## src/rtl/tetris_pkg.sv

```systemverilog
// Shared definitions for the piece_drop slice of the 4x8 falling-block game.
// Board layout: bit 4r+c is row r (0 = top, 7 = bottom) and column c (0 = left).
// Contents: board geometry constants, edge masks, spawn masks, the FSM state
// encoding, the direction codes used by piece_shift_check, and a helper that
// maps a piece type to its spawn mask.
package tetris_pkg;

    localparam int BOARD_W  = 32;
    localparam int ROW_W    = 4;
    localparam int NUM_ROWS = 8;

    localparam logic [BOARD_W-1:0] COL0_MASK = 32'h1111_1111;
    localparam logic [BOARD_W-1:0] COL3_MASK = 32'h8888_8888;
    localparam logic [BOARD_W-1:0] ROW7_MASK = 32'hF000_0000;

    localparam logic [BOARD_W-1:0] SPAWN_SINGLE = 32'h0000_0002;
    localparam logic [BOARD_W-1:0] SPAWN_DOMINO = 32'h0000_0006;
    localparam logic [BOARD_W-1:0] SPAWN_SQUARE = 32'h0000_0066;
    localparam logic [BOARD_W-1:0] SPAWN_L      = 32'h0000_0062;

    typedef enum logic [1:0] {
        IDLE = 2'd0,
        FALL = 2'd1,
        LOCK = 2'd2,
        OVER = 2'd3
    } state_t;

    typedef enum logic [1:0] {
        DIR_LEFT  = 2'd0,
        DIR_RIGHT = 2'd1,
        DIR_DOWN  = 2'd2
    } dir_t;

    function automatic logic [BOARD_W-1:0] spawn_mask(input logic [1:0] kind);
        logic [BOARD_W-1:0] mask;
        case (kind)
            2'b00:   mask = SPAWN_SINGLE;
            2'b01:   mask = SPAWN_DOMINO;
            2'b10:   mask = SPAWN_SQUARE;
            default: mask = SPAWN_L;
        endcase
        return mask;
    endfunction

endpackage

```

## src/rtl/piece_drop_if.sv

```systemverilog
// Bus bundle between the piece source / controls, piece_drop and the clear stage.
//   spawn_valid/spawn_ready/spawn_piece/board_in : spawn handshake + payload
//   move_left/move_right/soft_drop               : player controls
//   board_out                                    : display board (settled | piece)
//   lock_valid/lock_ready/locked_board           : handoff to clear_redraw
//   game_over                                    : sticky collision flag
// Modport slave is the piece_drop side, master is the environment side.
interface piece_drop_if;
    import tetris_pkg::*;

    logic                 spawn_valid;
    logic                 spawn_ready;
    logic [1:0]           spawn_piece;
    logic [BOARD_W-1:0]   board_in;
    logic                 move_left;
    logic                 move_right;
    logic                 soft_drop;
    logic [BOARD_W-1:0]   board_out;
    logic                 lock_valid;
    logic                 lock_ready;
    logic [BOARD_W-1:0]   locked_board;
    logic                 game_over;

    modport slave (
        input  spawn_valid, spawn_piece, board_in,
        input  move_left, move_right, soft_drop,
        input  lock_ready,
        output spawn_ready, board_out, lock_valid, locked_board, game_over
    );

    modport master (
        output spawn_valid, spawn_piece, board_in,
        output move_left, move_right, soft_drop,
        output lock_ready,
        input  spawn_ready, board_out, lock_valid, locked_board, game_over
    );

endinterface

```

## src/rtl/piece_shift_check.sv

```systemverilog
// Combinational move checker for one direction.
//   piece   in  32  current piece mask
//   settled in  32  settled board
//   dir     in  2   0 left, 1 right, 2 down
//   cand    out 32  piece mask after the move
//   legal   out 1   move stays on the board and hits no settled cell
module piece_shift_check
    import tetris_pkg::*;
(
    input  logic [BOARD_W-1:0] piece,
    input  logic [BOARD_W-1:0] settled,
    input  logic [1:0]         dir,
    output logic [BOARD_W-1:0] cand,
    output logic               legal
);

    logic on_board;

    always_comb begin
        cand     = piece;
        on_board = 1'b0;
        case (dir)
            DIR_LEFT: begin
                // Any cell in column 0 would wrap into column 3 of the row above.
                cand     = piece >> 1;
                on_board = ((piece & COL0_MASK) == '0);
            end
            DIR_RIGHT: begin
                cand     = piece << 1;
                on_board = ((piece & COL3_MASK) == '0);
            end
            DIR_DOWN: begin
                cand     = piece << ROW_W;
                on_board = ((piece & ROW7_MASK) == '0);
            end
            default: begin
                cand     = piece;
                on_board = 1'b0;
            end
        endcase
        legal = on_board && ((cand & settled) == '0);
    end

endmodule

```

## src/rtl/piece_drop.sv

```systemverilog
// Active-piece engine feeding clear_redraw on the 4x8 board.
//   clka  in  single clock, all state on posedge
//   rst   in  synchronous active-high reset
//   bus   piece_drop_if.slave: spawn handshake, controls, display board,
//         lock handshake and game_over.
// A spawned piece falls one row every DROP_CYCLES cycles (or immediately on
// soft_drop). When it cannot fall further the merged board is offered on
// locked_board until the clear stage accepts it.
module piece_drop
    import tetris_pkg::*;
#(
    parameter int DROP_CYCLES = 8
) (
    input  logic         clka,
    input  logic         rst,
    piece_drop_if.slave  bus
);

    localparam int               CNT_W    = (DROP_CYCLES > 1) ? $clog2(DROP_CYCLES) : 1;
    localparam logic [CNT_W-1:0] CNT_LAST = CNT_W'(DROP_CYCLES - 1);

    state_t             state_reg, state_next;
    logic [CNT_W-1:0]   cnt_reg, cnt_next;
    logic [BOARD_W-1:0] settled_reg, settled_next;
    logic [BOARD_W-1:0] piece_reg, piece_next;
    logic [BOARD_W-1:0] board_out_reg, board_out_next;
    logic [BOARD_W-1:0] locked_reg, locked_next;
    logic [BOARD_W-1:0] new_mask;
    logic               drop_now;

    // One checker per direction, indexed by the dir_t code.
    logic [BOARD_W-1:0] cand  [3];
    logic               legal [3];

    genvar gi;
    generate
        for (gi = 0; gi < 3; gi++) begin : g_check
            piece_shift_check u_check (
                .piece   (piece_reg),
                .settled (settled_reg),
                .dir     (2'(gi)),
                .cand    (cand[gi]),
                .legal   (legal[gi])
            );
        end
    endgenerate

    always_comb begin
        state_next   = state_reg;
        cnt_next     = cnt_reg;
        settled_next = settled_reg;
        piece_next   = piece_reg;
        locked_next  = locked_reg;
        drop_now     = 1'b0;
        new_mask     = spawn_mask(bus.spawn_piece);

        case (state_reg)
            IDLE: begin
                if (bus.spawn_valid) begin
                    settled_next = bus.board_in;
                    piece_next   = new_mask;
                    if ((new_mask & bus.board_in) != '0) begin
                        state_next = OVER;
                    end else begin
                        state_next = FALL;
                        cnt_next   = '0;
                    end
                end
            end
            FALL: begin
                drop_now = bus.soft_drop || (cnt_reg == CNT_LAST);
                cnt_next = drop_now ? '0 : cnt_reg + 1'b1;
                if (drop_now) begin
                    // Gravity wins over lateral input in the same cycle.
                    if (legal[DIR_DOWN]) begin
                        piece_next = cand[DIR_DOWN];
                    end else begin
                        locked_next = settled_reg | piece_reg;
                        state_next  = LOCK;
                    end
                end else if (bus.move_left && !bus.move_right && legal[DIR_LEFT]) begin
                    piece_next = cand[DIR_LEFT];
                end else if (bus.move_right && !bus.move_left && legal[DIR_RIGHT]) begin
                    piece_next = cand[DIR_RIGHT];
                end
            end
            LOCK: begin
                if (bus.lock_ready) begin
                    state_next = IDLE;
                end
            end
            default: begin
                // OVER: frozen until reset.
            end
        endcase

        // After a colliding spawn the display shows the delivered board only.
        board_out_next = (state_reg == OVER) ? settled_reg : (settled_reg | piece_reg);
    end

    always_ff @(posedge clka) begin
        if (rst) begin
            state_reg     <= IDLE;
            cnt_reg       <= '0;
            settled_reg   <= '0;
            piece_reg     <= '0;
            board_out_reg <= '0;
            locked_reg    <= '0;
        end else begin
            state_reg     <= state_next;
            cnt_reg       <= cnt_next;
            settled_reg   <= settled_next;
            piece_reg     <= piece_next;
            board_out_reg <= board_out_next;
            locked_reg    <= locked_next;
        end
    end

    assign bus.spawn_ready  = (state_reg == IDLE);
    assign bus.lock_valid   = (state_reg == LOCK);
    assign bus.game_over    = (state_reg == OVER);
    assign bus.board_out    = board_out_reg;
    assign bus.locked_board = locked_reg;

endmodule
```

## src/flat_wrapper.sv

```systemverilog
// flat-port wrapper written by rule: the top's interface ports become plain ports
module piece_drop_flat import tetris_pkg::*;
#(
    parameter int DROP_CYCLES = 8
)
  (clka, rst, bus_spawn_valid, bus_spawn_piece, bus_board_in, bus_move_left, bus_move_right, bus_soft_drop, bus_lock_ready, bus_spawn_ready, bus_board_out, bus_lock_valid, bus_locked_board, bus_game_over);
  piece_drop_if bus_i ();
  input  logic clka;
  input  logic rst;
  input wire logic [$bits(bus_i.spawn_valid)-1:0] bus_spawn_valid;
  input wire logic [$bits(bus_i.spawn_piece)-1:0] bus_spawn_piece;
  input wire logic [$bits(bus_i.board_in)-1:0] bus_board_in;
  input wire logic [$bits(bus_i.move_left)-1:0] bus_move_left;
  input wire logic [$bits(bus_i.move_right)-1:0] bus_move_right;
  input wire logic [$bits(bus_i.soft_drop)-1:0] bus_soft_drop;
  input wire logic [$bits(bus_i.lock_ready)-1:0] bus_lock_ready;
  output wire logic [$bits(bus_i.spawn_ready)-1:0] bus_spawn_ready;
  output wire logic [$bits(bus_i.board_out)-1:0] bus_board_out;
  output wire logic [$bits(bus_i.lock_valid)-1:0] bus_lock_valid;
  output wire logic [$bits(bus_i.locked_board)-1:0] bus_locked_board;
  output wire logic [$bits(bus_i.game_over)-1:0] bus_game_over;
  assign bus_i.spawn_valid = bus_spawn_valid;
  assign bus_i.spawn_piece = bus_spawn_piece;
  assign bus_i.board_in = bus_board_in;
  assign bus_i.move_left = bus_move_left;
  assign bus_i.move_right = bus_move_right;
  assign bus_i.soft_drop = bus_soft_drop;
  assign bus_i.lock_ready = bus_lock_ready;
  assign bus_spawn_ready = bus_i.spawn_ready;
  assign bus_board_out = bus_i.board_out;
  assign bus_lock_valid = bus_i.lock_valid;
  assign bus_locked_board = bus_i.locked_board;
  assign bus_game_over = bus_i.game_over;
  piece_drop #(.DROP_CYCLES(DROP_CYCLES)) u_core (.clka(clka), .rst(rst), .bus(bus_i));
endmodule
```

## config.mk

```make
export PLATFORM = sky130hd
export DESIGN_NAME = piece_drop_flat
export DESIGN_NICKNAME = d
export VERILOG_FILES = /design/src/rtl/tetris_pkg.sv /design/src/rtl/piece_drop_if.sv /design/src/rtl/piece_shift_check.sv /design/src/rtl/piece_drop.sv /design/src/flat_wrapper.sv
export SDC_FILE = /design/constraint.sdc
export NUM_CORES = 1
export LEC_CHECK = 0
export BUFFER_PORTS_ARGS = -buffer_cell sky130_fd_sc_hd__buf_2
export CAP_MARGIN = 20
export CORE_ASPECT_RATIO = 0.5
export CORE_MARGIN = 2
export CORE_UTILIZATION = 37
export CTS_BUF_LIST = sky130_fd_sc_hd__clkbuf_8
export CTS_CLUSTER_DIAMETER = 40
export DETAILED_ROUTE_END_ITERATION = 12
export GPL_TIMING_DRIVEN = 0
export PLACE_DENSITY = 0.65
export SYNTH_ARGS = -nofsm -noshare
export SYNTH_HDL_FRONTEND = slang
export SYNTH_HIERARCHICAL = 1
export SYNTH_SLANG_ARGS = --single-unit
```

## constraint.sdc

```tcl
create_clock -name clka -period 8 [get_ports clka]
set_input_delay 0.8 -clock clka [delete_from_list [all_inputs] [get_ports clka]]
set_output_delay 0.8 -clock clka [all_outputs]
set_load 0.1 [all_outputs]
```

==> results of run 1 <==
[synthesized netlist by cell type (6+ instances only)]
cell,count,area share [%]
a21oi_1,103,5.6
a221o_1,6,0.65
a221oi_2,9,1.5
a222oi_1,6,0.65
a22o_1,49,4.7
a22oi_1,6,0.49
buf_2,15,0.81
buf_6,18,2.2
clkbuf_1,41,1.7
dfxtp_1,133,29
ha_1,8,1.1
inv_1,11,0.45
mux2_1,30,3.7
mux2i_1,92,10
mux4_2,48,12
nand2_1,112,4.6
nand2b_1,10,0.68
nand3_1,7,0.38
nand4_1,7,0.48
nor2_1,102,4.2
nor3_1,64,3.5
nor3b_1,21,1.7
nor4_1,15,1.0
o21ai_0,24,1.3
o21ai_1,9,0.49
[power groups by stage]
stage	combinational, uW	sequential, uW	clock, uW
floorplan	702	1330	0
global placement	1350	1020	0
detailed placement	1360	1030	0
CTS	1370	1010	609
global route	1480	1030	640
finish	1400	1030	601
[layout by cell type, fill, tap and decap left out, types with 7 or more instances in the layout]
master | Yosys | final
o21ai_0 | 24 | 24
nand3_1 | 7 | 7
nand2b_1 | 10 | 10
nor3b_1 | 21 | 21
mux2i_1 | 92 | 92
buf_2 | 15 | 121
nor3_1 | 64 | 64
dfxtp_1 | 133 | 133
a21oi_1 | 103 | 103
nor2_1 | 102 | 102
ha_1 | 8 | 8
nand2_1 | 112 | 112
mux4_2 | 48 | 48
buf_6 | 18 | 18
nand4_1 | 7 | 7
a22o_1 | 49 | 49
clkbuf_1 | 41 | 41
inv_1 | 11 | 15
mux2_1 | 30 | 30
clkbuf_8 | 0 | 20
a221oi_2 | 9 | 9
o21ai_1 | 9 | 9
nor4_1 | 15 | 15
[through the flow]
step / area (um^2) / std cells / worst slack [ns]
6_report: 10600 / 1507 / 3.62
5_1_grt: 10600 / 1505 / 3.53
4_1_cts: 10600 / 1505 / 3.84
3_5_place_dp: 10200 / 1473 / 3.86
3_3_place_gp: 10200 / 1473 / 3.88
2_1_floorplan: 9230 / 1031 / 5.02
[final timing paths]
| kind | start | end | slack, ns | depth (start not counted) |
|---|---|---|---|---|
| worst max-delay path | u_core/piece_reg[3] | u_core/piece_reg[22] | 3.62 | 9 |
| worst min-delay path | u_core/bus.locked_board[26] | u_core/bus.locked_board[26] | 0.49 | 2 |
| worst max register to register | u_core/piece_reg[3] | u_core/piece_reg[22] | 3.62 | 9 |
| worst min register to register | u_core/bus.locked_board[26] | u_core/bus.locked_board[26] | 0.49 | 2 |
[logic make-up after synthesis]
group                    synth area share [%]
flip-flops                               28.9
buffers and inverters                    6.19
other                                  0.0815
AO/OA/AOI/OAI                            19.5
multiplexers                             25.8
AND/OR/NAND/NOR                          18.5
adder cells (fa/ha/maj)                  1.09
[cell type report]
cell class	instances	area [um^2]
timing repair buffer	106	531
clock buffer	20	275
buffer	84	529
sequential	133	2660
multi-input combinational	803	5990
tap	336	420
clock inverter	12	138
antenna	2	5.00
fill	2441	13600
inverter	11	41.3
[per-layer routing]
| metal | vias to the layer above | share of wire (%) |
|---|---|---|
| li1 | 4155 | - |
| met2 | 646 | 41 |
| met5 | - | 0.096 |
| met3 | 115 | 13 |
| met4 | 6 | 3.6 |
| met1 | 4470 | 42 |
[worst register-to-register path: stages (launching register included)]
cell and delay, ns:
dfxtp_1 0.61, mux4_2 0.60, a222oi_1 0.44, nand4_1 0.31, nor4_2 0.81, o21ba_1 0.29
a211oi_4 0.46, a21oi_4 0.21, buf_2 0.28, a22o_1 0.25
==> summary.md, run 1 <==
| Metric | Value |
|---|---|
| Slew of the pin with the lowest slew margin | approximately 1.1 ns |
| Met3 usage | 8.92% |
| Via count of the routed design | 9392 |
| Met1 usage | 38.6% |
| Post_cts resized | 0 |
| Post-CTS Repair Setup Buffers | 0 |
| Crit path launch type | register |
| Crit path cell chain | mux4_2, a222oi_1, nand4_1, nor4_2, o21ba_1, a211oi_4, a21oi_4, buf_2, a22o_1 |
| Max Slew Vio Count | 0 |
| Num ports | ~110 |
| Count of cell types in the netlist | 59 |
| CTS tree | done |
| Critical Path RT | 8.36 ns |
| GRT busiest layer | met2 |
| Pleak | 0.00438 uW |
| Vias in the first global route | a little under 9000 |
| Period minus WS final | 4.38 ns |
| Worst skew pair latency | around 0.47 ns |
| Placer congestion estimate | 0.986 |
| Mean Syn Cell Area | 8.97 um^2 |
| Clock Skews | 0.0124 ns |
| Hold-fix buffers, CTS | 0 |
| Met2 Use GR | about two fifths |
| Total Routing Usage GR | between 20% and 30% |
| Detail Route Antenna Nets | 0 |
| Status | complete, no violations |
| Initial Utilization | 38.0% |
| Layout cells sized above 1 | 20.8% |
| Core area | 24200 um^2 |
| Ys async rst share | 0% |
| Final Util | roughly 44% |
| VDD IR max | around 200 uV |
| Max-slew headroom | 25.9% |
| Critical-path top delay cell | nor4_2 |
| Crit. End Element | register |
| DIE HEIGHT | 116 um |
| CTS H-Tree Depth | 4 |
| Clock share of power | between 10% and 20% |
| Crit path max-delay family | compound AO/OA/AOI/OAI gates |
| Clk buf depth | 2 |
| Post-Synthesis Cells | 1027 |
| Clock slew at reported path FFs | 0.07 ns |
| Sw frac | between 50 and 60% |
| Die W | approximately 230 um |
| First-pass GRT wire length | 54500 um |
| Final Setup Violations | 0 |
| Critical path class | register to register |
| # clock sinks | between 100 and 150 |
| Area delta synth->final | 15.0% |
| CTS Buf Count | 17 |
| Slowest stage delay, CP | 0.81 ns |
| Flops & latches, synth | 133 |
| HPWL Detailed | 26300 um |
| Yosys warnings | 6 |
| Die ar. | 26300 um^2 |
| Grt ovf | 0 |
| Worst hold slack | 0.494 ns |
| P_int | between 1500 and 2000 uW |
| Remaining DRCs | 0 |
| Overall Power | just over 3000 uW |
| Seq/Total Area, Yosys | 28.9% |
| Total wire length | 37500 um |
| Wire per inst | about 25 um |
| Sequential power share | 33.9% |
| NetSw | 1530 uW |
| Hold crit path type | register to register |
| Largest net degree at the start of global routing | 25 |
| Power Density | about 290 nW/um^2 |
| PortBufs | 106 |
| Ys flop type | dfxtp_1 |
| CP max FO | 18 |
| Cell Area, Synth | 9210 um^2 |
| Comb pwr share | 46.3% |
| Vias per inst | just over 6 |
| Post-synth EDFFs | 0 |
| Fin Setup TNS | 0 ns |
| DRT iter0 DRCs | 1278 |
| Unrepaired setup endpoints after global routing | no |
| Final worst-path cycle share | 54.8% |
| Post-layout nets | 1205 |
| Final hold vios | 0 |
| Worst Path Arrival | between 4 and 5 ns |
| # rows | 40 |
| Number of max-cap violations | 0 |
| Clock root buffer | clkbuf_8 |
| Initial antenna violation count | 4 |
| DR pass1 iterations | 6 |
| Critical path buffers and inverters | 1 |
| Achievable frequency | about 230 MHz |
(Power assumes the default switching activity.)
==> run 2, diff against run 1 <==
clock period = 4.1 ns   (was 8 ns; I/O delays follow)
==> run 2 against run 1 <==
Against the previous run:
- sequential share of layout area about the same
- clock power up 95%
- design area up 0.12%
- critical path depth up 1
- maximum frequency up 7.9%
- sequential power up 94%
- total power up 95%
- via count up 0.11%
- non-clock buffer count unchanged
- combinational power up 96%
- count of clock-buffer cells in the layout unchanged
==> summary.md, run 2 (synthesized netlist as in run 1, its figures left out) <==
| Metric | Value |
|---|---|
| Crit path launch type | register |
| Remaining DRCs | 0 (unchanged) |
| Die ar. | 26300 um^2 (unchanged) |
| Clock root buffer | clkbuf_8 |
| Worst Path Arrival | 4.42 ns (-0.32 ns) |
| CTS tree | done |
| # rows | 40 (unchanged) |
| # clock sinks | 133 (unchanged) |
| Post-CTS Repair Setup Buffers | 0 (unchanged) |
| First-pass GRT wire length | 54500 um (unchanged) |
| Setup slack after layout | 0.0396 ns (-3.58 ns) |
| Vias in the first global route | 8825 (-0.034%) |
| Clk buf depth | 2 (unchanged) |
| Largest net degree at the start of global routing | 25 (unchanged) |
| Via count of the routed design | 9402 (+0.11%) |
| CP max FO | 18 (unchanged) |
| Max Slew Vio Count | 0 (unchanged) |
| Sequential power share | 33.8% (about the same) |
| Power Density | 558 nW/um^2 (+95%) |
| Wire per inst | 24.8 um (-0.23%) |
| CTS Buf Count | 17 (unchanged) |
| Hold crit path type | input port to register |
| Clock Skews | 0.0125 ns (+0.000142 ns) |
| Comb pwr share | 46.4% (about the same) |
| Number of max-cap violations | 0 (unchanged) |
| Area delta synth->final | 15.2% |
| Hold-fix buffers, CTS | 0 (unchanged) |
| Clock share of power | 19.8% (about the same) |
| Initial antenna violation count | 4 (unchanged) |
| NetSw | 2980 uW (+95%) |
| Total Routing Usage GR | 28.4% (about the same) |
| Die W | 227 um (unchanged) |
| Sw frac | 50.4% (about the same) |
| PortBufs | 106 (unchanged) |
| CTS H-Tree Depth | 4 (unchanged) |
| HPWL Detailed | 26300 um (unchanged) |
| Max-slew headroom | 25.7% (-0.15 points) |
| Vias per inst | 6.24 (+0.11%) |
| Clock slew at reported path FFs | 0.08 ns (about the same) |
| Initial Utilization | 38.0% (unchanged) |
| Placer congestion estimate | 0.986 (unchanged) |
| DRT iter0 DRCs | 1371 (+7.3%) |
| Period minus WS final | 4.06 ns (-0.321 ns) |
| Critical path class | register to register |
| Achievable frequency | 246 MHz (+7.9%) |
| Commonest non-fill, non-tap cell in the layout | dfxtp_1 |
| Pre-CTS setup slack | -0.0359 ns (-3.90 ns) |
| Post-layout nets | 1205 (unchanged) |
| Core area | 24200 um^2 (unchanged) |
| Critical Path RT | 4.46 ns (-3.90 ns) |
| Layout cells sized above 1 | 21.0% (+0.26 points) |
| Status | complete, no violations |
| VDD IR max | 387 uV (+95%) |
| DR pass1 iterations | 8 (+2) |
| Worst skew pair latency | 0.46 ns (about the same) |
| Slew of the pin with the lowest slew margin | 1.11 ns (+0.00221 ns) |
| Fillers | 2439 (-0.082%) |
| Pleak | 0.00438 uW (about the same) |
| Total wire length | 37400 um (-0.23%) |
| Num ports | 108 (unchanged) |
| Final hold vios | 0 (unchanged) |
| P_int | 2930 uW (+95%) |
| DIE HEIGHT | 116 um (unchanged) |
| Final worst-path cycle share | 99.0% (+44 points) |
| Final Util | 43.8% (+0.052 points) |
| Commonest non-fill, non-tap cells in the layout | dfxtp_1 (130), buf_2 (121), nand2_1 (112) |
| Grt ovf | 0 (unchanged) |
| Unrepaired setup endpoints after global routing | no |
| Crit. End Element | register |
| Detail Route Antenna Nets | 0 (unchanged) |
| Final Setup Violations | 0 (unchanged) |
[run 2: final cells by class]
| type | count | area (um^2) | area share, % |
|---|---|---|---|
| multi-input combinational | 803 | 6000 | 56.6 |
| sequential | 133 | 2670 | 25.1 |
| timing repair buffer | 106 | 531 | 5.00 |
| buffer | 84 | 529 | 4.99 |
| tap | 336 | 420 | 3.96 |
| clock buffer | 20 | 275 | 2.59 |
| clock inverter | 12 | 138 | 1.30 |
| inverter | 11 | 41.3 | 0.389 |
| antenna | 2 | 5.00 | 0.0472 |
[run 2: stage by stage]
step / total power [uW] / instances / setup TNS [ns] / cell area, um^2 / hold slack, ns
6_report: 5920 / 1507 / 0 / 10600 / 0.180
5_1_grt: 6160 / 1505 / 0 / 10600 / 0.166
4_1_cts: 5830 / 1505 / 0 / 10600 / 0.151
3_5_place_dp: 4660 / 1473 / -0.606 / 10200 / 0.477
3_3_place_gp: 4630 / 1473 / -0.220 / 10200 / 0.459
2_1_floorplan: 3960 / 1031 / 0 / 9230 / 0.448
[run 2: path summary, 6_finish.rpt]
| check | endpoint | cells after the start | startpoint | slack, ns |
|---|---|---|---|---|
| worst max-delay path | u_core/piece_reg[19] | 10 | u_core/piece_reg[16] | 0.04 |
| worst min-delay path | u_core/settled_reg[16] | 3 | bus_board_in[16] | 0.18 |
| worst max register to register | u_core/piece_reg[19] | 10 | u_core/piece_reg[16] | 0.04 |
| worst min register to register | u_core/bus.locked_board[26] | 2 | u_core/bus.locked_board[26] | 0.49 |
[run 2: repair_timing]
item	in CTS	in global routing
gates resized for setup	1	3
setup endpoints to repair	20	46
pin swaps	0	1
hold endpoints to repair	0	0
[run 2: power by group through the flow]
stage / Sequential [uW] / Combinational [uW] / Clock, uW
global placement: 1990 / 2630 / 0
detailed placement: 2000 / 2660 / 0
global route: 2010 / 2900 / 1250
floorplan: 2590 / 1370 / 0
finish: 2000 / 2740 / 1170
CTS: 1970 / 2670 / 1190
[run 2: layer usage]
| metal | wire, um | vias to the layer above | GRT usage [%] |
|---|---|---|---|
| li1 | - | 4143 | - |
| met1 | 15600 | 4508 | 38.6 |
| met2 | 15600 | 616 | 41.7 |
| met3 | 4830 | 129 | 8.92 |
| met4 | 1350 | 6 | 12.1 |
| met5 | 36 | - | 0 |
[run 2: critical path, stage by stage, from the launching register on]
cell	delay [ns]
dfxtp_1	0.61
mux4_2	0.61
a22o_1	0.20
a221oi_2	0.22
nand4_1	0.32
nor4_4	0.50
o21ba_1	0.27
a211oi_4	0.46
a21oi_4	0.21
buf_2	0.28
a22o_1	0.26
